## config.mk

```make
export PLATFORM = sky130hd
export DESIGN_NAME = img_stream_loader_flat
export DESIGN_NICKNAME = d
export VERILOG_FILES = /design/src/rtl/img_pkg.sv /design/src/rtl/img_stream_loader_if.sv /design/src/rtl/out_stream_reg.sv /design/src/rtl/img_stream_loader.sv /design/src/flat_wrapper.sv
export SDC_FILE = /design/constraint.sdc
export NUM_CORES = 1
export LEC_CHECK = 0
export ABC_AREA = 1
export CORE_ASPECT_RATIO = 2
export CORE_UTILIZATION = 40
export CTS_BUF_LIST = sky130_fd_sc_hd__clkbuf_8
export DETAILED_ROUTE_END_ITERATION = 7
export PLACE_DENSITY = 0.65
export SKIP_CTS_REPAIR_TIMING = 1
export SLEW_MARGIN = 10
export SYNTH_ARGS = -nofsm -noshare
export SYNTH_HDL_FRONTEND = slang
export SYNTH_SLANG_ARGS = --single-unit
```

## constraint.sdc

```tcl
create_clock -name clk -period 2.1 [get_ports clk]
set_clock_uncertainty 0.1 [all_clocks]
set_input_delay 0.21 -clock clk [delete_from_list [all_inputs] [get_ports clk]]
set_output_delay 0.21 -clock clk [all_outputs]
set_load 0.03 [all_outputs]
```

## src/rtl/img_pkg.sv

```systemverilog
// Shared definitions for the image-downsampling processor slice:
// default frame geometry and the loader state encoding.
package img_pkg;

  localparam int              DEF_ADDR_W   = 16;
  localparam int              DEF_CNT_W    = 17;
  localparam int              DEF_N_IN     = 65536;
  localparam int              DEF_N_OUT    = 16384;
  localparam logic [15:0]     DEF_OUT_BASE = 16'h0000;

  typedef enum logic [2:0] {
    S_IDLE,
    S_LOAD,
    S_PROC_START,
    S_PROC_WAIT,
    S_RD_ISSUE,
    S_RD_CAPTURE,
    S_OUT_HOLD,
    S_DONE
  } state_t;

endpackage

```

## src/rtl/img_stream_loader_if.sv

```systemverilog
// Bundle of the loader's byte-stream, data-RAM and processor handshake signals.
// The loader drives the master view; the surrounding system uses the slave view.
interface img_stream_loader_if #(
  parameter int ADDR_W = img_pkg::DEF_ADDR_W
);

  logic [7:0]        in_data;
  logic              in_valid;
  logic              in_ready;
  logic [ADDR_W-1:0] mem_addr;
  logic [7:0]        mem_din;
  logic              mem_write;
  logic              mem_read;
  logic [7:0]        mem_dout;
  logic              proc_start;
  logic              proc_done;
  logic [7:0]        out_data;
  logic              out_valid;
  logic              out_ready;

  modport master (
    input  in_data, in_valid, mem_dout, proc_done, out_ready,
    output in_ready, mem_addr, mem_din, mem_write, mem_read, proc_start,
           out_data, out_valid
  );

  modport slave (
    output in_data, in_valid, mem_dout, proc_done, out_ready,
    input  in_ready, mem_addr, mem_din, mem_write, mem_read, proc_start,
           out_data, out_valid
  );

endinterface

```

## src/rtl/out_stream_reg.sv

```systemverilog
// 8-bit output holding register: loads a byte, holds it with valid high
// until the consumer accepts it, and reports the accept as a pulse.
module out_stream_reg (
  input  logic       clk,
  input  logic       rst,
  input  logic       i_load,
  input  logic [7:0] i_data,
  input  logic       i_out_ready,
  output logic [7:0] o_data,
  output logic       o_valid,
  output logic       o_accept
);

  logic [7:0] r_data;
  logic       r_valid;

  always_ff @(posedge clk or posedge rst) begin
    if (rst) begin
      r_data  <= 8'h00;
      r_valid <= 1'b0;
    end else if (i_load) begin
      r_data  <= i_data;
      r_valid <= 1'b1;
    end else if (r_valid && i_out_ready) begin
      r_valid <= 1'b0;
    end
  end

  assign o_data   = r_data;
  assign o_valid  = r_valid;
  assign o_accept = r_valid & i_out_ready;

endmodule

```

## src/rtl/img_stream_loader.sv

```systemverilog
// Writes an input byte stream into data RAM, kicks the processor, then streams
// the downsampled region back out of data RAM one byte per three cycles.
module img_stream_loader
  import img_pkg::*;
#(
  parameter int                N_IN     = DEF_N_IN,
  parameter int                N_OUT    = DEF_N_OUT,
  parameter int                ADDR_W   = DEF_ADDR_W,
  parameter int                CNT_W    = DEF_CNT_W,
  parameter logic [ADDR_W-1:0] OUT_BASE = ADDR_W'(DEF_OUT_BASE)
) (
  input  logic                clk,
  input  logic                rst,
  input  logic                i_start_load,
  img_stream_loader_if.master io_bus,
  output logic                o_busy,
  output logic                o_frame_done
);

  state_t            r_state,      w_state_nxt;
  logic [CNT_W-1:0]  r_cnt,        w_cnt_nxt;
  logic [ADDR_W-1:0] r_mem_addr,   w_mem_addr_nxt;
  logic [7:0]        r_mem_din,    w_mem_din_nxt;
  logic              r_mem_write,  w_mem_write_nxt;
  logic              r_mem_read,   w_mem_read_nxt;
  logic              r_proc_start, w_proc_start_nxt;
  logic              w_out_load;
  logic              w_out_accept;
  logic [CNT_W-1:0]  w_cnt_inc;
  logic              w_last_in;
  logic              w_last_out;

  assign w_cnt_inc  = r_cnt + CNT_W'(1);
  assign w_last_in  = (r_cnt == CNT_W'(N_IN - 1));
  assign w_last_out = (r_cnt == CNT_W'(N_OUT - 1));

  always_ff @(posedge clk or posedge rst) begin
    if (rst) begin
      r_state      <= S_IDLE;
      r_cnt        <= '0;
      r_mem_addr   <= '0;
      r_mem_din    <= 8'h00;
      r_mem_write  <= 1'b0;
      r_mem_read   <= 1'b0;
      r_proc_start <= 1'b0;
    end else begin
      r_state      <= w_state_nxt;
      r_cnt        <= w_cnt_nxt;
      r_mem_addr   <= w_mem_addr_nxt;
      r_mem_din    <= w_mem_din_nxt;
      r_mem_write  <= w_mem_write_nxt;
      r_mem_read   <= w_mem_read_nxt;
      r_proc_start <= w_proc_start_nxt;
    end
  end

  // Strobes are computed one cycle early so the RAM sees them straight from flops;
  // a read is issued on entry to RD_ISSUE so its data lands during RD_CAPTURE.
  always_comb begin
    w_state_nxt      = r_state;
    w_cnt_nxt        = r_cnt;
    w_mem_addr_nxt   = r_mem_addr;
    w_mem_din_nxt    = r_mem_din;
    w_mem_write_nxt  = 1'b0;
    w_mem_read_nxt   = 1'b0;
    w_proc_start_nxt = 1'b0;
    w_out_load       = 1'b0;
    unique case (r_state)
      S_IDLE: begin
        if (i_start_load) begin
          w_cnt_nxt   = '0;
          w_state_nxt = S_LOAD;
        end
      end
      S_LOAD: begin
        if (io_bus.in_valid) begin
          w_mem_addr_nxt  = r_cnt[ADDR_W-1:0];
          w_mem_din_nxt   = io_bus.in_data;
          w_mem_write_nxt = 1'b1;
          w_cnt_nxt       = w_cnt_inc;
          if (w_last_in) w_state_nxt = S_PROC_START;
        end
      end
      S_PROC_START: begin
        w_proc_start_nxt = 1'b1;
        w_state_nxt      = S_PROC_WAIT;
      end
      S_PROC_WAIT: begin
        if (io_bus.proc_done) begin
          w_cnt_nxt      = '0;
          w_mem_addr_nxt = OUT_BASE;
          w_mem_read_nxt = 1'b1;
          w_state_nxt    = S_RD_ISSUE;
        end
      end
      S_RD_ISSUE: begin
        w_state_nxt = S_RD_CAPTURE;
      end
      S_RD_CAPTURE: begin
        w_out_load  = 1'b1;
        w_state_nxt = S_OUT_HOLD;
      end
      S_OUT_HOLD: begin
        if (w_out_accept) begin
          w_cnt_nxt = w_cnt_inc;
          if (w_last_out) begin
            w_state_nxt = S_DONE;
          end else begin
            w_mem_addr_nxt = OUT_BASE + w_cnt_inc[ADDR_W-1:0];
            w_mem_read_nxt = 1'b1;
            w_state_nxt    = S_RD_ISSUE;
          end
        end
      end
      S_DONE: begin
        w_state_nxt = S_IDLE;
      end
      default: begin
        w_state_nxt = S_IDLE;
      end
    endcase
  end

  out_stream_reg u_out_reg (
    .clk         (clk),
    .rst         (rst),
    .i_load      (w_out_load),
    .i_data      (io_bus.mem_dout),
    .i_out_ready (io_bus.out_ready),
    .o_data      (io_bus.out_data),
    .o_valid     (io_bus.out_valid),
    .o_accept    (w_out_accept)
  );

  assign io_bus.in_ready   = (r_state == S_LOAD);
  assign io_bus.mem_addr   = r_mem_addr;
  assign io_bus.mem_din    = r_mem_din;
  assign io_bus.mem_write  = r_mem_write;
  assign io_bus.mem_read   = r_mem_read;
  assign io_bus.proc_start = r_proc_start;
  assign o_busy            = (r_state != S_IDLE);
  assign o_frame_done      = (r_state == S_DONE);

endmodule

```

## src/flat_wrapper.sv

```systemverilog
// flat-port wrapper written by rule: the top's interface ports become plain ports
module img_stream_loader_flat import img_pkg::*;
#(
  parameter int                N_IN     = DEF_N_IN,
  parameter int                N_OUT    = DEF_N_OUT,
  parameter int                ADDR_W   = DEF_ADDR_W,
  parameter int                CNT_W    = DEF_CNT_W,
  parameter logic [ADDR_W-1:0] OUT_BASE = ADDR_W'(DEF_OUT_BASE)
)
  (clk, rst, i_start_load, o_busy, o_frame_done, io_bus_in_data, io_bus_in_valid, io_bus_mem_dout, io_bus_proc_done, io_bus_out_ready, io_bus_in_ready, io_bus_mem_addr, io_bus_mem_din, io_bus_mem_write, io_bus_mem_read, io_bus_proc_start, io_bus_out_data, io_bus_out_valid);
  img_stream_loader_if #(.ADDR_W(ADDR_W)) io_bus_i ();
  input  logic clk;
  input  logic rst;
  input  logic i_start_load;
  output logic o_busy;
  output logic o_frame_done;
  input wire logic [$bits(io_bus_i.in_data)-1:0] io_bus_in_data;
  input wire logic [$bits(io_bus_i.in_valid)-1:0] io_bus_in_valid;
  input wire logic [$bits(io_bus_i.mem_dout)-1:0] io_bus_mem_dout;
  input wire logic [$bits(io_bus_i.proc_done)-1:0] io_bus_proc_done;
  input wire logic [$bits(io_bus_i.out_ready)-1:0] io_bus_out_ready;
  output wire logic [$bits(io_bus_i.in_ready)-1:0] io_bus_in_ready;
  output wire logic [$bits(io_bus_i.mem_addr)-1:0] io_bus_mem_addr;
  output wire logic [$bits(io_bus_i.mem_din)-1:0] io_bus_mem_din;
  output wire logic [$bits(io_bus_i.mem_write)-1:0] io_bus_mem_write;
  output wire logic [$bits(io_bus_i.mem_read)-1:0] io_bus_mem_read;
  output wire logic [$bits(io_bus_i.proc_start)-1:0] io_bus_proc_start;
  output wire logic [$bits(io_bus_i.out_data)-1:0] io_bus_out_data;
  output wire logic [$bits(io_bus_i.out_valid)-1:0] io_bus_out_valid;
  assign io_bus_i.in_data = io_bus_in_data;
  assign io_bus_i.in_valid = io_bus_in_valid;
  assign io_bus_i.mem_dout = io_bus_mem_dout;
  assign io_bus_i.proc_done = io_bus_proc_done;
  assign io_bus_i.out_ready = io_bus_out_ready;
  assign io_bus_in_ready = io_bus_i.in_ready;
  assign io_bus_mem_addr = io_bus_i.mem_addr;
  assign io_bus_mem_din = io_bus_i.mem_din;
  assign io_bus_mem_write = io_bus_i.mem_write;
  assign io_bus_mem_read = io_bus_i.mem_read;
  assign io_bus_proc_start = io_bus_i.proc_start;
  assign io_bus_out_data = io_bus_i.out_data;
  assign io_bus_out_valid = io_bus_i.out_valid;
  img_stream_loader #(.N_IN(N_IN), .N_OUT(N_OUT), .ADDR_W(ADDR_W), .CNT_W(CNT_W), .OUT_BASE(OUT_BASE)) u_core (.clk(clk), .rst(rst), .i_start_load(i_start_load), .io_bus(io_bus_i), .o_busy(o_busy), .o_frame_done(o_frame_done));
endmodule
```

==> results of run 1 <==
-- flip-flops by register name, indices dropped and copies added, names as in the netlist --
name	cells
u_core.io_bus.mem_addr	16
u_core.io_bus.proc_start	1
u_core.io_bus.mem_write	1
u_core.u_out_reg.o_valid	1
u_core.r_cnt	17
u_core.io_bus.mem_read	1
u_core.r_state	3
u_core.io_bus.mem_din	8
u_core.u_out_reg.o_data	8
-- kinds of logic after synthesis --
| group | Yosys count | share of synthesized area |
|---|---|---|
| buffers and inverters | 41 | 0.0642 |
| xor gates and xnor gates | 5 | 0.0150 |
| adders and majority gates | 2 | 0.00856 |
| muxes | 8 | 0.0308 |
| DFF | 56 | 0.479 |
| AOI/OAI and AO/OA | 24 | 0.0424 |
| and+or+nand+nor | 240 | 0.360 |
-- cell usage after synthesis --
| master | count |
|---|---|
| nand2_1 | 179 |
| dfrtp_1 | 56 |
| inv_1 | 28 |
| nor2_1 | 21 |
| o21ai_0 | 20 |
| nand3_1 | 16 |
| mux2_2 | 8 |
| nand4_1 | 4 |
| xor2_1 | 4 |
| buf_6 | 3 |
| clkinv_1 | 3 |
| nand2_2 | 3 |
| nor2_2 | 3 |
| nor3_1 | 3 |
| o22ai_1 | 3 |
| buf_2 | 2 |
| ha_1 | 2 |
| inv_2 | 2 |
| inv_4 | 2 |
| nand2_4 | 2 |
| nand3_2 | 2 |
| nand3_4 | 2 |
| nor2_4 | 2 |
| buf_4 | 1 |
| nor2_8 | 1 |
| nor3_4 | 1 |
| nor4_1 | 1 |
| o21ai_1 | 1 |
| xnor2_1 | 1 |
-- routing by layer --
| metal | vias up | part of all wire |
|---|---|---|
| li1 | 1316 | - |
| met1 | 1224 | 0.37 |
| met2 | 62 | 0.57 |
| met3 | 12 | 0.030 |
| met4 | 0 | 0.028 |
| met5 | - | 0 |
-- worst max-delay path, stage by stage (launching register included) --
cell and delay, ns:
dfrtp_1 0.37, ha_2 0.21, nand3_2 0.11, nor2_2 0.13, nand3_1 0.11, nor4_2 0.17
ha_1 0.19, inv_1 0.04, nand2_1 0.05, nand2_1 0.08, nor3_2 0.18, nor2_1 0.06
nor2_1 0.11
-- where the power goes --
group | internal [mW] | total [mW] | switching [mW]
sequential | 1.33 | 1.52 | 0.187
combinational | 0.900 | 2.44 | 1.54
clock | 0.260 | 0.607 | 0.347
total | 2.49 | 4.57 | 2.08
-- layout make-up --
type                       instances  area [sq um]  area share
clock buffer                       6          82.6      0.0218
sequential                        56          1400       0.370
inverter                          35           136      0.0360
multi-input combinational        279          1350       0.356
timing repair buffer              70           696       0.184
tap                               90           113      0.0298
clock inverter                     2          7.51     0.00198
-- stage by stage --
step	setup TNS (ns)	utilization	power [mW]
floorplan	0	-	3.16
global placement	0	0.525	3.95
detailed placement	0	0.525	3.99
CTS	-0.213	0.538	4.62
global route	-0.195	0.541	4.88
finish	0	0.541	4.57
-- how the worst min path moves through the flow --
stage	start	end	slack [ns]
floorplan	io_bus_out_ready	u_core.u_out_reg.o_valid$_DFFE_PP0P_	0.22
global placement	u_core.io_bus.mem_addr[14]$_DFFE_PP0P_	u_core.io_bus.mem_addr[14]$_DFFE_PP0P_	0.36
detailed placement	u_core.io_bus.mem_addr[6]$_DFFE_PP0P_	u_core.io_bus.mem_addr[6]$_DFFE_PP0P_	0.36
CTS	rst	u_core.u_out_reg.o_data[1]$_DFFE_PP0P_	0.02
global route	rst	u_core.io_bus.mem_addr[1]$_DFFE_PP0P_	0.04
finish	rst	u_core.io_bus.mem_addr[1]$_DFFE_PP0P_	0.03
==> impl_metrics.json, run 1 <==
{
  "status": "finished, final reports clean",
  "grt_pass1_wl_um": 11800,
  "ys_types": 29,
  "dpl.cell_count": 530,
  "ys_warn_count": 0,
  "worst_slack_ns": 0.119,
  "rsz0062_at_grt": "true",
  "die_area_sq_mm": 0.00767,
  "finalInstanceArea_sq_mm": 0.00378,
  "drt_iter0_markers": 96,
  "report.final.slew_viol_count": 0,
  "num_vias": 2614,
  "synth_area_leaders": "dfrtp_1 48%, nand2_1 23%, inv_1 3.6%",
  "wl_per_cell_um": 12.8,
  "start_kind": "flip-flop",
  "slew-limit-headroom": 0.672,
  "drt_first_pass_iters": 4,
  "hp-class": "in -> async",
  "ir_worst_vdd_mv": 0.847,
  "drv_cap": 0,
  "antenna_found_initial": 0,
  "p_per_area_mw_per_mm2": 1210,
  "die_h_um": 123,
  "wl_um": 6910,
  "globalRouteOverflowTotal": 0,
  "grt_pass1_vias": 2616,
  "drc": 0,
  "drive_above_1_share": 0.107,
  "ff2ff_setup_slack_ns": 0.12,
  "nFillCells": 713,
  "r2r_end": "u_core.r_state[0]$_DFFE_PP0P_",
  "clock_path_buffers": 2,
  "critPathKind": "reg -> reg",
  "leakage_nw": 1.88,
  "arrival_ns": 2.13,
  "antenna_cells": 0,
  "yosys.area.top_type": "dfrtp_1",
  "finalCriticalPeriod_ns": 1.98,
  "place_ws_ns": 0.0800,
  "core-area_sq_mm": 0.00699,
  "port_buffers": 60,
  "syn2layout_area_growth_pct": 29.5,
  "top_usage_layer": "met2",
  "layout_commonest_cell": "nand2_1",
  "crit_end": "u_core.r_state[0]$_DFFE_PP0P_",
  "ant_nets": 0,
  "syn-instance-count": 376,
  "post-route-period-util": 0.943,
  "numCtsBuffers": 5,
  "ys_seq_area_frac": 0.479,
  "r2r_start": "u_core.r_cnt[0]$_DFFE_PP0P_",
  "worstSetupEndpointType": "flip-flop",
  "start_util": 0.418,
  "avgSynthCellArea_sq_um": 7.77,
  "rr_worst_depth": 12,
  "cts_tree": "built",
  "h-tree-depth": 2,
  "row_count": 43,
  "finalNonFillerCells": 538,
  "gr-usage-met2": 0.376,
  "cp_max_fo": 3,
  "nNetsFinal": 471,
  "worst_pin_slew_ns": 0.489,
  "cp-startpoint": "u_core.r_cnt[0]$_DFFE_PP0P_",
  "placed_cell_area_sq_mm": 0.00367,
  "final_cell_mix": "179 x nand2_1, 57 x clkdlybuf4s50_1, 56 x dfrtp_1",
  "cts.clk_slew.worst_paths_ns": 0.09,
  "yosysTopAreaCellShare": 0.479,
  "ys_ff_latch": 56,
  "io_pins": 61,
  "whs_ns": 0.0257,
  "final_hold_viol_count": 0,
  "cts_root_buffer": "clkbuf_8",
  "die_x_um": 62.4,
  "clock-sinks": 56,
  "grt_use_met3": 0.0295,
  "dp_hpwl_um": 5230,
  "clock_latency_ns": 0.32,
  "finalSetupViolations": 0,
  "grtUsageTotal": 0.197,
  "cp.required_ns": 2.25,
  "place.gp.congestion": 0.872,
  "synth_nets": 400,
  "fmax_ghz": 0.505,
  "syn_area_sq_mm": 0.00292,
  "met1_usage": 0.202,
  "via_per_inst": 4.86,
  "grt_max_degree": 47
}
Power figures use the tool's default switching activity.
==> run 2: changes to the inputs <==
--- a/config.mk
+++ b/config.mk
@@ -10,7 +10,7 @@
 export CORE_UTILIZATION = 40
 export CTS_BUF_LIST = sky130_fd_sc_hd__clkbuf_8
 export DETAILED_ROUTE_END_ITERATION = 7
-export PLACE_DENSITY = 0.65
+export PLACE_DENSITY = 0.72
 export SKIP_CTS_REPAIR_TIMING = 1
 export SLEW_MARGIN = 10
 export SYNTH_ARGS = -nofsm -noshare
==> constraint.sdc (replaced) <==
create_clock -name clk -period 2.1 [get_ports clk]
set_clock_uncertainty 0.1 [all_clocks]
set_input_delay 0.63 -clock clk [delete_from_list [all_inputs] [get_ports clk]]
set_output_delay 0.63 -clock clk [all_outputs]
set_load 0.005 [all_outputs]
==> impl_metrics.json, run 2 (synthesized netlist as in run 1, its figures left out) <==
{
  "status": "finished, final reports clean",
  "place.gp.congestion": 0.896,
  "report.final.slew_viol_count": 0,
  "hp-class": "reg -> reg",
  "leakage_nw": 1.96,
  "final_hold_viol_count": 0,
  "antenna_cells": 0,
  "arrival_ns": 1.27,
  "highest_layer": "met4",
  "finalSetupViolations": 0,
  "start_util": 0.418,
  "nNetsFinal": 488,
  "dp_hpwl_um": 5470,
  "layout_commonest_cell": "nand2_1",
  "clock_latency_ns": 0.33,
  "critPathKind": "reg -> out",
  "io_pins": 61,
  "drc": 0,
  "fin_util": 0.570,
  "cp_max_fo": 6,
  "grt_pass1_vias": 2738,
  "drv_cap": 0,
  "grtUsageTotal": 0.209,
  "wl_met1_um": 2640,
  "die_x_um": 62.4,
  "port_buffers": 60,
  "worstSetupEndpointType": "output pin",
  "final_cell_mix": "177 x nand2_1, 57 x clkdlybuf4s50_1, 55 x dfrtp_1",
  "wl_um": 7400,
  "worst_pin_slew_ns": 0.360,
  "core-area_sq_mm": 0.00699,
  "drive_above_1_share": 0.161,
  "fmax_ghz": 0.499,
  "die_area_sq_mm": 0.00767,
  "ir_worst_vdd_mv": 0.788,
  "die_h_um": 123,
  "start_kind": "flip-flop",
  "regMostFlops": "u_core.r_cnt",
  "wl_met3_um": 247,
  "ff2ff_setup_slack_ns": 0.11,
  "rsz0062_at_grt": "false",
  "min-delay-start": "u_core.io_bus.mem_addr[4]$_DFFE_PP0P_",
  "r2r_start": "u_core.r_cnt[0]$_DFFE_PP0P_",
  "met2_length_um": 4180,
  "slew-limit-headroom": 0.759,
  "antenna_found_initial": 0,
  "syn2layout_area_growth_pct": 36.4,
  "finalCriticalPeriod_ns": 2.00,
  "cts_root_buffer": "clkbuf_8",
  "post-route-period-util": 0.953,
  "globalRouteOverflowTotal": 0,
  "num_vias": 2737,
  "via_per_inst": 4.93,
  "drt_iter0_markers": 96,
  "p_per_area_mw_per_mm2": 1090,
  "h-tree-depth": 2,
  "cp.required_ns": 1.37,
  "cts_tree": "built",
  "ant_nets": 0,
  "cts.clk_slew.worst_paths_ns": 0.11,
  "cp-startpoint": "u_core.r_state[1]$_DFFE_PP0P_",
  "grt_max_degree": 57,
  "largest_reg_flops": 17,
  "grt_pass1_wl_um": 12300,
  "clock-sinks": 56,
  "row_count": 43,
  "drt_first_pass_iters": 4,
  "wl_per_cell_um": 13.3,
  "nFillCells": 622,
  "clock_path_buffers": 2,
  "whs_ns": 0.390,
  "numCtsBuffers": 5
}
==> run 2: cell types whose count changed in the layout (fill, tap and decap cells not counted), moves of 2 or more <==
cell | previous run | this run
nand2_1 | 179 | 177
buf_4 | 9 | 25
nand2_2 | 3 | 5
nand3_1 | 16 | 14
clkinvlp_4 | 0 | 3
inv_1 | 29 | 26
==> run 2: layer usage <==
| layer | global-route usage | up-vias |
|---|---|---|
| met1 | 0.198 | 1296 |
| met3 | 0.0286 | 25 |
| met2 | 0.405 | 75 |
| met4 | 0.145 | 0 |
| li1 | - | 1341 |
| met5 | 0 | - |
==> run 2: layout make-up <==
| type | instances | area (sq um) | share of cell area |
|---|---|---|---|
| sequential | 56 | 1400 | 0.352 |
| timing repair buffer | 87 | 836 | 0.210 |
| inverter | 35 | 144 | 0.0361 |
| multi-input combinational | 279 | 1400 | 0.351 |
| tap | 90 | 113 | 0.0282 |
| clock buffer | 6 | 82.6 | 0.0207 |
| clock inverter | 2 | 11.3 | 0.00282 |
==> run 2: final timing paths <==
kind,cells after the start,end
worst max-delay path,5,io_bus_in_ready
worst min-delay path,2,u_core.io_bus.mem_addr[4]$_DFFE_PP0P_
worst max register to register,13,u_core.r_state[0]$_DFFE_PP0P_
worst min register to register,2,u_core.io_bus.mem_addr[4]$_DFFE_PP0P_
max in group asynchronous,3,u_core.r_cnt[10]$_DFFE_PP0P_
min in group asynchronous,3,u_core.r_cnt[5]$_DFFE_PP0P_
==> run 2: critical path, stage by stage, from the launching register on <==
cell	delay, ns
dfrtp_1	0.41
inv_2	0.11
buf_4	0.13
nand2_4	0.06
nor2_8	0.08
dlymetal6s2s_1	0.14
==> run 2: stage by stage <==
stage / std cells / power, mW / setup TNS (ns) / cell area [sq um] / setup slack (ns)
2_1_floorplan: 376 / 2.74 / 0 / 2930 / 0.152
3_3_place_gp: 542 / 3.60 / -3.79 / 3780 / -0.164
3_5_place_dp: 542 / 3.64 / -4.03 / 3780 / -0.161
4_1_cts: 550 / 4.28 / -0.768 / 3870 / -0.266
5_1_grt: 555 / 4.62 / 0 / 3990 / 0.0122
6_report: 555 / 4.33 / 0 / 3990 / 0.0977
==> run 2: report_power, final <==
group | internal [mW] | total, mW | leakage (nW) | switching, mW
clock | 0.264 | 0.628 | 0.0486 | 0.364
combinational | 1.01 | 2.20 | 1.18 | 1.19
sequential | 1.33 | 1.50 | 0.740 | 0.164
total | 2.61 | 4.33 | 1.96 | 1.72
==> run 3: changes to the inputs <==
--- a/config.mk
+++ b/config.mk
@@ -6,6 +6,7 @@
 export NUM_CORES = 1
 export LEC_CHECK = 0
 export ABC_AREA = 1
+export CAP_MARGIN = 20
 export CORE_ASPECT_RATIO = 2
 export CORE_UTILIZATION = 40
 export CTS_BUF_LIST = sky130_fd_sc_hd__clkbuf_8
==> results of run 3 <==
No change in the layout: final DEF, timing and power equal those of run 2.
